===== config.mk =====
export PLATFORM = sky130hd
export DESIGN_NAME = layer_sequencer
export DESIGN_NICKNAME = d
export VERILOG_FILES = /design/src/rtl/layer_sequencer.sv
export SDC_FILE = /design/constraint.sdc
export NUM_CORES = 1
export LEC_CHECK = 0
export ABC_AREA = 1
export CORE_MARGIN = 2
export CORE_UTILIZATION = 44
export CTS_CLUSTER_SIZE = 30
export DETAILED_ROUTE_END_ITERATION = 7
export GPL_ROUTABILITY_DRIVEN = 1
export PLACE_DENSITY = 0.86
export REMOVE_ABC_BUFFERS = 1
export SYNTH_ARGS = -nofsm -noshare
export SYNTH_HDL_FRONTEND = slang
export SYNTH_SLANG_ARGS = --single-unit

===== constraint.sdc =====
create_clock -name clk -period 6.8 [get_ports clk]
set_input_delay 1.7 -clock clk [delete_from_list [all_inputs] [get_ports clk]]
set_output_delay 1.7 -clock clk [all_outputs]
set_load 0.05 [all_outputs]

===== src/rtl/layer_sequencer.sv =====
// Layer sequencer: steps a vector-scalar MAC through GROUPS x ACCUMULATIONS
// operand pairs fetched from weight/activation memories and hands out one result per group.
module layer_sequencer #(
  parameter int SIZE          = 6,
  parameter int WIDTH         = 8,
  parameter int ACCUMULATIONS = 3,
  parameter int GROUPS        = 4,
  parameter int ADDR_W        = 8
) (
  input  logic                                          clk,
  input  logic                                          reset,
  input  logic                                          start,
  output logic                                          busy,
  output logic                                          done,
  output logic                                          err,
  output logic                                          wgt_rd_en,
  output logic [ADDR_W-1:0]                             wgt_addr,
  input  logic [SIZE*WIDTH-1:0]                         wgt_data,
  output logic                                          act_rd_en,
  output logic [ADDR_W-1:0]                             act_addr,
  input  logic [WIDTH-1:0]                              act_data,
  output logic                                          mac_clr,
  output logic                                          mac_en,
  output logic [SIZE*WIDTH-1:0]                         mac_a,
  output logic [WIDTH-1:0]                              mac_b,
  input  logic [SIZE*WIDTH-1:0]                         mac_out,
  input  logic                                          mac_done,
  output logic [SIZE*WIDTH-1:0]                         res_data,
  output logic [((GROUPS > 1) ? $clog2(GROUPS) : 1)-1:0] res_grp,
  output logic                                          res_valid,
  input  logic                                          res_ready
);

  localparam int GW = (GROUPS > 1) ? $clog2(GROUPS) : 1;
  localparam int KW = (ACCUMULATIONS > 1) ? $clog2(ACCUMULATIONS) : 1;

  typedef enum logic [3:0] {
    IDLE, CLEAR, FETCH, LOAD, MAC_A, MAC_B, SETTLE, OUT, FINISH
  } state_t;

  state_t                  state_reg, state_next;
  logic [GW-1:0]           g_reg;
  logic [KW-1:0]           k_reg;
  logic [SIZE*WIDTH-1:0]   a_reg;
  logic [WIDTH-1:0]        b_reg;
  logic [SIZE*WIDTH-1:0]   res_data_reg;
  logic [GW-1:0]           res_grp_reg;
  logic                    err_reg;

  logic last_pair;
  logic last_group;
  assign last_pair  = (k_reg == KW'(ACCUMULATIONS - 1));
  assign last_group = (g_reg == GW'(GROUPS - 1));

  always_ff @(posedge clk or posedge reset) begin
    if (reset) state_reg <= IDLE;
    else       state_reg <= state_next;
  end

  always_comb begin
    state_next = state_reg;
    case (state_reg)
      IDLE:    if (start) state_next = CLEAR;
      CLEAR:   state_next = FETCH;
      FETCH:   state_next = LOAD;
      LOAD:    state_next = MAC_A;
      MAC_A:   state_next = MAC_B;
      MAC_B:   state_next = last_pair ? SETTLE : FETCH;
      SETTLE:  state_next = OUT;
      OUT:     if (res_ready) state_next = last_group ? FINISH : CLEAR;
      FINISH:  state_next = IDLE;
      default: state_next = IDLE;
    endcase
  end

  always_comb begin
    busy      = (state_reg != IDLE);
    done      = (state_reg == FINISH);
    mac_clr   = (state_reg == CLEAR);
    mac_en    = (state_reg == MAC_A) || (state_reg == MAC_B);
    wgt_rd_en = (state_reg == FETCH);
    act_rd_en = (state_reg == FETCH);
    res_valid = (state_reg == OUT);
    wgt_addr  = ADDR_W'(g_reg) * ADDR_W'(ACCUMULATIONS) + ADDR_W'(k_reg);
    act_addr  = ADDR_W'(k_reg);
  end

  // Counters, operand latches and the result/err registers.
  always_ff @(posedge clk or posedge reset) begin
    if (reset) begin
      g_reg        <= '0;
      k_reg        <= '0;
      a_reg        <= '0;
      b_reg        <= '0;
      res_data_reg <= '0;
      res_grp_reg  <= '0;
      err_reg      <= 1'b0;
    end else begin
      case (state_reg)
        IDLE: if (start) begin
          g_reg   <= '0;
          err_reg <= 1'b0;
        end
        CLEAR: k_reg <= '0;
        LOAD: begin
          a_reg <= wgt_data;
          b_reg <= act_data;
        end
        MAC_B: if (!last_pair) k_reg <= k_reg + KW'(1);
        SETTLE: begin
          res_data_reg <= mac_out;
          res_grp_reg  <= g_reg;
          if (!mac_done) err_reg <= 1'b1;
        end
        OUT: if (res_ready && !last_group) g_reg <= g_reg + GW'(1);
        default: ;
      endcase
    end
  end

  assign mac_a    = a_reg;
  assign mac_b    = b_reg;
  assign res_data = res_data_reg;
  assign res_grp  = res_grp_reg;
  assign err      = err_reg;

endmodule


; ---- Word level (Yosys, flattened, before mapping)
; Cells that the tools add are included.
[op_classes]
add_sub_neg = 3
n_mul = 1
n_eq_ne = 15
muxes = 13
n_reduce_logical = 12
[op_table]
columns = op, count
row1 = case mux 4 bit (8 select lines), 1
row2 = == test 4 x 3 -> 1 bit (second input constant), 4
row3 = 2-to-1 mux 4 bit, 3
row4 = == test 4 x 2 -> 1 bit (second input constant), 2
row5 = case mux 2 bit (2 select lines), 2
row6 = 2-to-1 mux 2 bit, 3
row7 = != test 2 bit (second input constant), 3
row8 = AND reduction 3 bit, 2
row9 = nonzero test 2 bit, 3
row10 = adder 4 x 2 -> 5 bit, 1
row11 = adder 2 x 1 -> 2 bit (second input constant), 2
row12 = == test 2 bit (second input constant), 2
row13 = == test 4 x 1 -> 1 bit (second input constant), 1
row14 = == test 4 bit (second input constant), 1
row15 = zero test 4 bit, 1
row16 = multiplier 2 x 2 -> 4 bit (second input constant), 1
row17 = != test 2 x 1 -> 1 bit (second input constant), 2
row18 = AND reduction 2 bit, 2
row19 = nonzero test 4 bit, 1
row20 = 2-to-1 mux 3 bit, 1
row21 = 2-to-1 mux 1 bit, 2
row22 = case mux 1 bit (2 select lines), 1
row23 = logical AND 1 bit, 1
row24 = zero test 1 bit, 1
row25 = logical OR 1 bit, 1
[totals]
register_bits = 115
in_bits = 109

; ---- Depth between registers and ports, before layout
; Gate-level depths: netlist (run 1).
[logic_depth]
depth_word = 5
ltp_mapped = 8
depth_no_buf = 7

; ---- Least setup slack after synthesis (run 1)
; Ideal clock, no wire load.
[synth_path]
path_type = reg-to-output
startpoint = register state_reg[3]
endpoint = output wgt_rd_en
arrival_time_ps = 2334
path_slack_ps = 2766
path_stages_with_launch = 6
path_buffers = 2
path_cell_list = dfrtp_1 > nor2_4 > buf_2 > inv_1 > nor3_1 > buf_4
[synth_between]
elab_chain_cells = 1
[synth_lines]
columns = element, line
row1 = "start, declared", 41  ; state_t state_reg, state_next;
row2 = "start signal, assigned", 57  ; else state_reg <= state_next;
row3 = == test 4 x 2 -> 1 bit, -
row4 = "end, declared", 16  ; output logic wgt_rd_en,
; Every way passes these cells.

; ---- Worst setup path in the final report (run 1)
[layout_path]
startpoint = register g_reg[0]
endpoint = output wgt_addr[2]
[layout_between]
elab_chain_cells = 2
[layout_lines]
columns = element, line
row1 = "start, declared", 42  ; logic [GW-1:0] g_reg;
row2 = "start signal, assigned", 115  ; OUT: if (res_ready && !last_group) g_reg <= g_reg + GW'(1);
row3 = multiplier 2 x 2 -> 4 bit, 84  ; wgt_addr = ADDR_W'(g_reg) * ADDR_W'(ACCUMULATIONS) + ADDR_W'(k_reg);
row4 = adder 4 x 2 -> 5 bit, 84
row5 = "end, declared", 17  ; output logic [ADDR_W-1:0] wgt_addr,
; Every way passes these cells.

==> results.md, run 1 <==
- Worst Skew: 0.00939 ns
- Drt wl/cell: 15.8 um
- Final hold viol count: 0
- Area delta synth->final: 58.8%
- Max Cap Violations: 0
- Post-Syn Instances: 554
- Setup-failing EPs final: 0
- Worst Path Required: 5.10 ns
- WL met1: 5.27 mm
- Antenna Diode Count: 0
- Reg-to-reg critical path startpoint: state_reg[0]
- Hold Crit Start: mac_b[2]
- Top FF cell, synth: dfrtp_1
- Chip Height: 109 um
- PwrDens: 626 nW/um^2
- Largest net degree at the start of global routing: 62
- Largest cells by area after synthesis: dfrtp_1 59%, nand2_1 18%, nand3_1 11%
- Sequential element share of the synthesized area: 0.588
- Max transition margin: 0.250
- Number of flops mapped to enable cells by yosys: 0
- Hold Crit Depth: 2
- Setup bufs post-CTS: 0
- Top Layer Used: met4
- Commonest cells post-synth: 230 x nand2_1, 115 x dfrtp_1, 108 x nand3_1
- Final wirelength: 14.6 mm
- Rows: 38
- Status: finished clean
- Crit Path Category: flip-flop to output pin
- 1st-pass router iterations: 6
- Maximum root-to-sink buffer count: 2
- Path depth of the worst reg2reg path: 5
- CTS tree: done
- GRT overflow: 0
- Net count, final: 883
- Yosys cell types: 25
- Detailed placement HPWL: 9.92 mm
- Synth Area per Inst: 8.83 um^2
- RSZ-0062 raised after global routing: no
- Initial cell density of the core: 0.451
- Vias per inst: 5.08
- Clock Latency Late Sink: 0.51 ns
- DRC viols: 0
- TritonCTS buffer count: 17
- Antenna violations before repair: 0
- Gr usage total: 0.247
- Leak: 0.00375 uW
- Antenna-violating nets left: 0
- Max-slew violations: 0
- Clk sinks: 115
- CTS clk-pin slew, worst paths: 0.06 ns
- Minimum clock period: 4.85 ns
- Crit path capture type: output pin
- Synthesized cell area: 4890 um^2
- I/O Pins: 239
- CTS Hold Bufs: 0
- Initial DRC Count: 316
- Root buffer cell: clkbuf_8
- R2r endpoint: mac_a[3]
- Worst hold path type: flip-flop to flip-flop
- Hold Path End: mac_b[2]
- Fraction of layout cells with a size suffix above 1: 0.0551
- CP max FO: 5
- Arrival @ worst endpoint: 3.15 ns
- Buffers on Ports: 228
- Yosys warnings: 0
- VDD IR max: 0.326 mV
- Met2 WL: 7.81 mm
- Final GP Congestion: 0.844
- Fraction of registers with async set or reset after synthesis: 1.00
- Overall power: 4860 uW
- Met3 WL: 1.01 mm
- Worst Max-Slew Pin Slew: 1.12 ns
- Cell with the most instances after synthesis: nand2_1
- Vias: 4,678
- Post-route clock period utilization: 0.714
- Fmax: 206 MHz
- Final setup TNS: 0 ns
- Post-CTS sizing: 0
- Fillers: 808
- Reg-to-reg slack, setup: 4.02 ns
- Synth top area share: 0.588
- Core box area: 10,800 um^2
- Flops & latches, synth: 115
- Vias in the first global route: 4,736
- H-tree depth: 4
- Die ar.: 12,000 um^2
- Die Width: 109 um
- First-pass GRT wire length: 22.5 mm
- Cell taking the most area after synthesis: dfrtp_1
- Startpoint Class: flip-flop
-- report_power, final --
part | switching, uW | internal (uW)
clock | 294 | 641
combinational | 1900 | 811
sequential | 201 | 1020
total | 2400 | 2470
-- worst max path at each step --
| stage | startpoint | endpoint | depth (start not counted) |
|---|---|---|---|
| finish | g_reg[0] | wgt_addr[2] | 8 |
| global route | g_reg[0] | wgt_addr[2] | 8 |
| CTS | g_reg[0] | wgt_addr[2] | 8 |
| detailed placement | g_reg[0] | wgt_addr[2] | 8 |
| global placement | g_reg[0] | wgt_addr[2] | 8 |
| floorplan | state_reg[3] | act_rd_en | 3 |
-- cell type report --
| cell class | instances | area, um^2 | area share |
|---|---|---|---|
| flip-flops and latches | 115 | 2880 | 0.370 |
| repair buffers | 231 | 2300 | 0.297 |
| multi-input cells | 381 | 1690 | 0.218 |
| clock buffers | 23 | 487 | 0.0626 |
| well taps | 140 | 175 | 0.0225 |
| clock inverters | 8 | 148 | 0.0190 |
| inverters | 22 | 85.1 | 0.0110 |
-- metal layers --
| metal | GRT usage | vias to the layer above |
|---|---|---|
| met5 | 0 | - |
| met4 | 0.116 | 0 |
| met3 | 0.0800 | 41 |
| met2 | 0.433 | 203 |
| met1 | 0.269 | 2259 |
| li1 | - | 2175 |
-- cell families (layout without fill, tap and decap cells) --
kind of cell	count (synthesis)	in the layout	share of synthesized area
AO/OA/AOI/OAI	10	10	0.0118
buffers and inverters	67	284	0.0744
flip-flops	115	115	0.588
adder cells (fa/ha/maj)	6	6	0.0184
AND/OR/NAND/NOR	355	355	0.307
other	1	10	0.000766
-- worst max-delay path: stages, from the launching register on --
cell and delay (ns):
dfrtp_1 0.43, inv_1 0.11, fa_1 0.52, inv_1 0.04
ha_1 0.18, inv_1 0.07, fa_1 0.42, inv_1 0.07
clkdlybuf4s50_1 0.80
-- stage by stage --
step           hold WS [ns]   util  setup slack (ns)  std cells  instance area (um^2)
2_1_floorplan         0.475      -              1.75        518                  4650
3_3_place_gp          0.453  0.658              2.56        889                  7140
3_5_place_dp          0.458  0.658              2.51        889                  7140
4_1_cts               0.471  0.717              1.95        920                  7770
5_1_grt               0.486  0.717              1.80        920                  7770
6_report              0.467  0.717              1.95        920                  7770
-- cell usage in the layout (no fill, tap or decap), drive strengths merged --
cell           instances
dfrtp                115
ha                     4
o21ai                  7
clkdlybuf4s50        228
fa                     2
nand2                232
o211ai                 1
clkbuf                23
bufinv                 4
nor3                   2
buf                    3
nand3                108
clkinvlp               3
nor2                  10
inv                   22
clkinv                 1
conb                  10
nor4                   1
o22ai                  1
nand4                  2
o2111ai                1
Note: power is estimated with default switching activity, not from simulation.
==> run 2, diff against run 1 <==
CORE_UTILIZATION = 37   (was 44)
PLACE_DENSITY = 0.77   (was 0.86)
clock period = 4.31 ns   (was 6.8 ns; I/O delays follow)
==> run 2 against run 1 <==
  * Die area increased by 18%
  * Sequential cell count unchanged
  * Clock power increased by 53%
  * Global-route usage decreased by 4.5 points
  * Combinational power increased by 57%
  * Largest power group unchanged
  * Non-clock buffer count increased by 3
  * Clock skew decreased by 0.0022 ns
  * Register-to-register slack got worse by 2.2 ns
  * Cell count increased by 4.3%
  * Core utilization decreased by 12 points
  * Clock-buffer cell count decreased by 1
  * First-iteration DRC count decreased by 9.2%
==> results.md, run 2 (same netlist as run 1, synthesis figures left out) <==
- Max-slew violations: 0
- Antenna-violating nets left: 0
- Crit path capture type: output pin
- Detailed placement HPWL: 9.30 mm
- Vias: 4,428
- Largest net degree at the start of global routing: 60
- Rows: 42
- Commonest non-fill, non-tap cells in the layout: 229 x nand2_1, 228 x clkdlybuf4s50_1, 115 x dfrtp_1, 108 x nand3_1, 18 x inv_1
- Max transition margin: 0.300
- Startpoint Class: flip-flop
- Gr usage total: 0.201
- First-pass GRT wire length: 22.6 mm
- DRC viols: 0
- Leak: 0.00377 uW
- Worst Skew: 0.00722 ns
- Commonest non-fill, non-tap cell in the layout: nand2_1
- Vias per inst: 4.61
- I/O Pins: 239
- RSZ-0062 raised after global routing: no
- Place WS: 0.696 ns
- Area delta synth->final: 59.8%
- Clk sinks: 115
- CTS clk-pin slew, worst paths: 0.05 ns
- Setup bufs post-CTS: 0
- Final wirelength: 14.0 mm
- Buffers on Ports: 228
- Pint: 3840 uW
- Status: finished clean
- 1st-pass router iterations: 4
- Max Cap Violations: 0
- Die Width: 119 um
- Clk pwr share: 0.188
- Final hold viol count: 0
- Non-Filler Instances: 960
- Final GP Congestion: 0.796
- Worst Path Required: 3.23 ns
- Post-layout util: 0.598
- Arrival @ worst endpoint: 2.99 ns
- Die ar.: 14,200 um^2
- Overall power: 7580 uW
- Antenna Diode Count: 0
- H-tree depth: 4
- Core box area: 13,100 um^2
- Antenna violations before repair: 0
- CTS Hold Bufs: 0
- Chip Height: 119 um
- Vias in the first global route: 4,363
- Drt wl/cell: 14.5 um
- Switching power share of the total: 0.494
- VDD IR max: 0.571 mV
- GRT overflow: 0
- Fraction of layout cells with a size suffix above 1: 0.0587
- CP max FO: 5
- Flop pwr share: 0.251
- Initial cell density of the core: 0.374
- Worst hold path type: flip-flop to flip-flop
- Crit Path Category: flip-flop to output pin
- Switching pwr: 3740 uW
- TritonCTS buffer count: 17
- CTS tree: done
- Setup slack after layout: 0.247 ns
- Logic pwr share: 0.561
- Minimum clock period: 4.06 ns
- Maximum root-to-sink buffer count: 2
- PwrDens: 970 nW/um^2
- Placed Instances: 928
- Worst Max-Slew Pin Slew: 1.05 ns
- Setup-failing EPs final: 0
- Root buffer cell: clkbuf_16
- Post-route clock period utilization: 0.943
- Fmax: 246 MHz
- Initial DRC Count: 287
- Net count, final: 886
- Fillers: 1,132
- Clock Latency Late Sink: 0.41 ns
- Post-CTS sizing: 0
run 2: changes by cell type in the layout (fill, tap and decap cells not counted), sizes merged:
cell and change:
buf +3, bufinv -1, clkbuf -1, clkinv +4, clkinvlp -1
run 2: layer usage:
metal / up-vias / global-route usage / share of wire
met5: - / 0 / 0
li1: 2175 / - / -
met3: 39 / 0.0560 / 0.052
met2: 155 / 0.324 / 0.49
met4: 0 / 0.100 / 0.037
met1: 2059 / 0.249 / 0.42
run 2: cell type report:
type,count,area [um^2],share of cell area
Clock buffer,22,474,0.0606
Clock inverter,10,130,0.0166
Inverter,22,85.1,0.0109
Multi-Input combinational cell,381,1690,0.216
Sequential cell,115,2880,0.368
Tap cell,176,220,0.0282
Timing Repair Buffer,234,2340,0.299
run 2: path summary, 6_finish.rpt:
| path | endpoint | slack (ns) | depth (start not counted) | start |
|---|---|---|---|---|
| max reg2reg | state_reg[2] | 1.81 | 5 | state_reg[0] |
| min in group asynchronous | res_data[3] | 1.15 | 2 | reset |
| max in group asynchronous | mac_b[4] | 2.42 | 3 | reset |
| max | wgt_addr[2] | 0.25 | 8 | g_reg[0] |
| min | res_data[27] | 0.47 | 2 | res_data[27] |
| min reg2reg | res_data[27] | 0.47 | 2 | res_data[27] |
run 2: through the flow:
step                TNS, ns  area (um^2)  hold slack, ns
finish                    0         7820           0.467
global placement          0         7220           0.452
floorplan            -0.236         4650           0.475
CTS                       0         7820           0.471
global route              0         7820           0.484
detailed placement        0         7220           0.458
run 2: worst max-delay path, cell delays in order, from the launching register on:
cell             delay, ns
dfrtp_1               0.42
inv_1                 0.10
fa_1                  0.52
inv_1                 0.04
ha_1                  0.18
inv_1                 0.06
fa_1                  0.40
inv_1                 0.06
clkdlybuf4s50_1       0.80
run 2: power groups by stage:
stage          sequential, uW  combinational (uW)  clock [uW]
6_report                 1900                4250        1430
3_3_place_gp             1880                4250           0
3_5_place_dp             1910                4280           0
5_1_grt                  1970                4500        1510
4_1_cts                  1900                4290        1450
2_1_floorplan            3630                1020           0
